File: config.mk
export PLATFORM = sky130hd
export DESIGN_NAME = cmd_fifo_rr_arbiter
export DESIGN_NICKNAME = d
export VERILOG_FILES = /design/src/rtl/cmd_fifo_rr_arbiter.sv
export SDC_FILE = /design/constraint.sdc
export NUM_CORES = 1
export LEC_CHECK = 0
export ABC_CLOCK_PERIOD_IN_PS = 3400
export BUFFER_PORTS_ARGS = -buffer_cell sky130_fd_sc_hd__buf_4
export CAP_MARGIN = 20
export CELL_PAD_IN_SITES_DETAIL_PLACEMENT = 1
export CELL_PAD_IN_SITES_GLOBAL_PLACEMENT = 2
export CORE_MARGIN = 2
export CORE_UTILIZATION = 24
export CTS_BUF_LIST = sky130_fd_sc_hd__clkbuf_4 sky130_fd_sc_hd__clkbuf_8 sky130_fd_sc_hd__clkbuf_16
export DETAILED_ROUTE_END_ITERATION = 10
export PLACE_DENSITY_LB_ADDON = 0.1
export REMOVE_ABC_BUFFERS = 1
export SLEW_MARGIN = 40
export SYNTH_ARGS = -nofsm -noshare
export SYNTH_HDL_FRONTEND = slang
export SYNTH_SLANG_ARGS = --single-unit
File: constraint.sdc
create_clock -name i_clk -period 3.4 [get_ports i_clk]
set_input_delay 0.51 -clock i_clk [delete_from_list [all_inputs] [get_ports i_clk]]
set_output_delay 0.51 -clock i_clk [all_outputs]
set_load 0.1 [all_outputs]
File: src/rtl/cmd_fifo_rr_arbiter.sv
// cmd_fifo_rr_arbiter: round-robin arbiter feeding one command FIFO write port.
// Multi-beat commands lock the grant so their beats stay contiguous.
module cmd_fifo_rr_arbiter #(
  parameter int NUM_REQ    = 4,
  parameter int DATA_WIDTH = 32,
  parameter int ID_W       = 2
) (
  input  logic                          i_clk,
  input  logic                          i_rst_n,
  input  logic [NUM_REQ-1:0]            i_req_valid,
  input  logic [NUM_REQ*DATA_WIDTH-1:0] i_req_data,
  input  logic [NUM_REQ-1:0]            i_req_last,
  output logic [NUM_REQ-1:0]            o_req_ready,
  output logic                          o_fifo_wr_en,
  output logic [DATA_WIDTH-1:0]         o_fifo_data,
  input  logic                          i_fifo_full,
  input  logic                          i_fifo_almost_full,
  output logic [ID_W-1:0]               o_grant_id,
  output logic                          o_locked,
  output logic                          o_err_overflow
);

  typedef enum logic {
    S_IDLE   = 1'b0,
    S_LOCKED = 1'b1
  } state_t;

  state_t                 r_state;
  logic [ID_W-1:0]        r_rr_ptr;
  logic [ID_W-1:0]        r_owner;
  logic [ID_W-1:0]        r_grant_id;
  logic                   r_fifo_wr_en;
  logic [DATA_WIDTH-1:0]  r_fifo_data;
  logic                   r_err_overflow;

  logic                   w_stall;
  logic                   w_any;
  logic [ID_W-1:0]        w_rr_idx;
  logic [ID_W-1:0]        w_sel;
  logic [NUM_REQ-1:0]     w_ready;
  logic                   w_accept;
  logic                   w_sel_last;
  logic [DATA_WIDTH-1:0]  w_sel_data;
  logic [ID_W-1:0]        w_next_ptr;

  assign w_stall = i_fifo_full | i_fifo_almost_full;

  // First valid requester at or after rr_ptr, wrapping; lowest offset wins.
  always_comb begin
    logic [ID_W:0]   sum;
    logic [ID_W-1:0] idx;
    w_any    = 1'b0;
    w_rr_idx = r_rr_ptr;
    for (int i = NUM_REQ - 1; i >= 0; i--) begin
      sum = {1'b0, r_rr_ptr} + (ID_W + 1)'(i);
      if (sum >= (ID_W + 1)'(NUM_REQ))
        sum = sum - (ID_W + 1)'(NUM_REQ);
      idx = sum[ID_W-1:0];
      if (i_req_valid[idx]) begin
        w_any    = 1'b1;
        w_rr_idx = idx;
      end
    end
  end

  assign w_sel = (r_state == S_LOCKED) ? r_owner : w_rr_idx;

  // Ready goes only to the owner while locked, else to the RR winner.
  always_comb begin
    w_ready = '0;
    if (i_rst_n && !w_stall) begin
      if (r_state == S_LOCKED)
        w_ready[r_owner] = 1'b1;
      else if (w_any)
        w_ready[w_rr_idx] = 1'b1;
    end
  end

  // Mux the selected requester's beat.
  always_comb begin
    w_sel_data = '0;
    w_sel_last = 1'b0;
    for (int k = 0; k < NUM_REQ; k++) begin
      if (w_sel == ID_W'(k)) begin
        w_sel_data = i_req_data[k*DATA_WIDTH +: DATA_WIDTH];
        w_sel_last = i_req_last[k];
      end
    end
  end

  assign w_accept   = |(i_req_valid & w_ready);
  assign w_next_ptr = (w_sel == ID_W'(NUM_REQ - 1)) ? '0
                                                    : w_sel + ID_W'(1);

  // Arbitration state, registered write port and sticky overflow flag.
  always_ff @(posedge i_clk or negedge i_rst_n) begin
    if (!i_rst_n) begin
      r_state        <= S_IDLE;
      r_rr_ptr       <= '0;
      r_owner        <= '0;
      r_grant_id     <= '0;
      r_fifo_wr_en   <= 1'b0;
      r_fifo_data    <= '0;
      r_err_overflow <= 1'b0;
    end else begin
      r_fifo_wr_en   <= w_accept;
      r_err_overflow <= r_err_overflow | (r_fifo_wr_en & i_fifo_full);
      if (w_accept) begin
        r_fifo_data <= w_sel_data;
        r_grant_id  <= w_sel;
        if (w_sel_last) begin
          r_state  <= S_IDLE;
          r_rr_ptr <= w_next_ptr;
        end else begin
          r_state <= S_LOCKED;
          r_owner <= w_sel;
        end
      end
    end
  end

  assign o_req_ready    = w_ready;
  assign o_fifo_wr_en   = r_fifo_wr_en;
  assign o_fifo_data    = r_fifo_data;
  assign o_grant_id     = r_grant_id;
  assign o_locked       = (r_state == S_LOCKED);
  assign o_err_overflow = r_err_overflow;

endmodule

==> flow_metrics.env <==
export IMPL_pin_count=181
export IMPL_worstSetupPathType="reg -> reg"
export IMPL_yosys_top_cells_area="dfrtp_1 34%, mux2_4 14%, a22oi_1 7.7%"
export IMPL_timing_rr_end="r_rr_ptr[0]"
export IMPL_syn_cell_area_um2=3030
export IMPL_viasPerCell=4.65
export IMPL_ys_seq_area_frac=0.339
export IMPL_multiInputGateArea_um2=1810
export IMPL_async_flop_share=1.00
export IMPL_synth_seq_cells=41
export IMPL_reg2reg_depth=11
export IMPL_drive_gt1_frac=0.490
export IMPL_cp_arrival_ns=3.11
export IMPL_max_slew_worst_pin_slew_ns=0.583
export IMPL_cts_buffer_depth=2
export IMPL_cts_sinks=41
export IMPL_yosysWarningCount=0
export IMPL_tns_ns=0
export IMPL_finalHoldViolCount=0
export IMPL_insertion_delay_ns=0.28
export IMPL_first_iter_violations=105
export IMPL_switchingPower_mw=3.09
export IMPL_grt_antenna_before_repair=0
export IMPL_synth_most_common_cell="dfrtp_1"
export IMPL_end_kind="flop"
export IMPL_vias=3156
export IMPL_die_w_um=116
export IMPL_period_needed_ns=2.95
export IMPL_finClkSkew_ns=0.00859
export IMPL_routabilityCongestion=0.759
export IMPL_p_leak_nw=2.21
export IMPL_regArea_um2=1030
export IMPL_power_total_mw=5.33
export IMPL_drc=0
export IMPL_synthFlopType="dfrtp_1"
export IMPL_initial_core_util=0.243
export IMPL_cts_setup_buffers=0
export IMPL_finalSetupViolations=0
export IMPL_grtUsageTotal=0.164
export IMPL_max_cap_violations=0
export IMPL_final_nets=649
export IMPL_hold_buffers=0
export IMPL_synth_common_cells="41 x dfrtp_1, 40 x nand2_1, 39 x a21oi_1, 39 x nor2_1, 36 x o21ai_0"
export IMPL_drt_wl_total_um=11100
export IMPL_htreeDepth=2
export IMPL_diodes=0
export IMPL_tritoncts="built"
export IMPL_overflow=0
export IMPL_finalMaxSlewViolations=0
export IMPL_cp_max_fo=13
export IMPL_start_kind="flop"
export IMPL_p_sw_frac=0.579
export IMPL_run_status="finished clean"
export IMPL_power_frac_clock=0.090
export IMPL_clk_pin_slew_ns=0.06
export IMPL_worstReg2RegStart="r_rr_ptr[1]"
export IMPL_dieArea_um2=13500
export IMPL_ant_nets=0
export IMPL_rsz0062_at_grt="false"
export IMPL_grt_pass1_wl_um=17300
export IMPL_dp_hpwl_um=8280
export IMPL_dr_pass1_iters=4
export IMPL_p_seq_frac=0.167
export IMPL_first_global_vias=3339
export IMPL_synthToLayoutAreaGrowth_pct=53.1
export IMPL_grt_max_degree=42
export IMPL_coreArea_um2=12500
export IMPL_synth_area_leader_cell="dfrtp_1"
export IMPL_p_int_mw=2.25
export IMPL_synth_edff_count=0
export IMPL_wl_per_cell_um=16.3
export IMPL_worstHoldPathType="in -> async"
export IMPL_pwr_share_comb=0.743
export IMPL_irDropWorstVdd_uv=404
export IMPL_chipHeight_um=116
export IMPL_max_freq_ghz=0.339
export IMPL_nFillCells=1519
export IMPL_r2r_setup_slack_ns=0.45
export IMPL_synthDistinctLibCells=47
export IMPL_syn_inst=340
export IMPL_clock_root_buffer="clkbuf_16"
export IMPL_rows=41
export IMPL_cts_buffers=5
export IMPL_numPortBuffers=180
export IMPL_finalCritPeriodShare=0.866
export IMPL_power_density_nw_per_um2=1150
export IMPL_worstPathRequired_ns=3.56
export IMPL_syn_avg_cell_area_um2=8.90
export IMPL_synth_top_area_frac=0.339
export IMPL_post_cts_resized=0
export IMPL_maxSlewHeadroom=0.611
==> cells in the final DEF (no fill, tap or decap), types with 2 or more instances in the layout <==
master / Yosys / final
nand3b_1: 3 / 3
nor2b_1: 3 / 2
and2b_1: 2 / 2
nor2_1: 39 / 39
nand2b_1: 2 / 2
a21oi_1: 39 / 39
a21oi_2: 2 / 2
buf_4: 2 / 189
nand2_1: 40 / 40
clkbuf_16: 0 / 5
mux2_2: 8 / 8
o31ai_1: 2 / 2
a22oi_1: 31 / 31
clkinv_2: 0 / 2
nand3_1: 2 / 2
mux2_4: 28 / 28
inv_1: 3 / 3
dfrtp_1: 41 / 41
inv_2: 2 / 2
ha_2: 0 / 3
o21ai_0: 36 / 36
==> power groups by stage <==
stage | logic, mW | clock network, mW | registers [mW]
2_1_floorplan | 1.61 | 0 | 2.21
3_3_place_gp | 3.96 | 0 | 0.888
3_5_place_dp | 4.01 | 0 | 0.895
4_1_cts | 4.02 | 0.501 | 0.893
5_1_grt | 4.29 | 0.522 | 0.926
6_report | 3.97 | 0.480 | 0.889
==> cells by family (layout without fill, tap and decap cells) <==
| group | count (synthesis) | count (layout) | synth area share |
|---|---|---|---|
| muxes | 37 | 37 | 0.172 |
| AOI/OAI and AO/OA | 128 | 128 | 0.269 |
| and+or+nand+nor | 94 | 94 | 0.135 |
| adders and majority gates | 4 | 4 | 0.0165 |
| buffers and inverters | 36 | 202 | 0.0674 |
| DFF | 41 | 41 | 0.339 |
==> flip-flops by register name, indices dropped and copies added, names as in the netlist <==
| name | flops |
|---|---|
| o_grant_id | 2 |
| o_fifo_data | 32 |
| o_locked | 1 |
| o_fifo_wr_en | 1 |
| o_err_overflow | 1 |
| r_rr_ptr | 2 |
| r_owner | 2 |
==> worst max path at each step <==
stage,from,cells after the start,endpoint
finish,r_rr_ptr[1],11,r_rr_ptr[0]
global route,r_rr_ptr[1],11,r_rr_ptr[0]
floorplan,o_locked,8,r_rr_ptr[0]
global placement,i_req_valid[0],11,r_owner[0]
detailed placement,i_req_valid[0],11,r_owner[0]
CTS,r_rr_ptr[0],10,r_owner[0]
==> critical path, cell delays in order, from the launching register on <==
cell,delay (ns)
dfrtp_1,0.59
nor2_1,0.10
a21oi_1,0.14
nor2_1,0.05
o32a_1,0.28
o21a_1,0.20
ha_2,0.22
nor2b_4,0.14
a221oi_1,0.09
o31ai_1,0.41
a21boi_2,0.26
mux2_2,0.35
==> layer usage <==
metal / global-route usage / vias up / wire, um
met5: 0 / - / 0
met4: 0.0238 / 0 / 69
met3: 0.0503 / 4 / 843
met2: 0.284 / 102 / 5380
met1: 0.205 / 1502 / 4790
li1: - / 1548 / -
==> per-stage QoR <==
step | setup slack, ns | utilization | instance area [um2] | instances | hold WS [ns]
6_report | 0.454 | 0.372 | 4630 | 678 | 0.335
5_1_grt | 0.154 | 0.372 | 4630 | 678 | 0.382
3_3_place_gp | 0.491 | 0.360 | 4490 | 670 | 0.442
4_1_cts | 0.444 | 0.372 | 4630 | 678 | 0.370
2_1_floorplan | -0.990 | - | 2840 | 309 | 0.214
3_5_place_dp | 0.369 | 0.360 | 4490 | 670 | 0.460
==> area by class of cell <==
| cell class | instances | share of cell area |
|---|---|---|
| tap | 172 | 0.0465 |
| multi-input combinational | 263 | 0.391 |
| inverter | 5 | 0.00405 |
| clock inverter | 2 | 0.00216 |
| timing repair buffer | 189 | 0.306 |
| sequential | 41 | 0.222 |
| clock buffer | 6 | 0.0286 |
No activity file was read; power rests on OpenSTA's default activity.
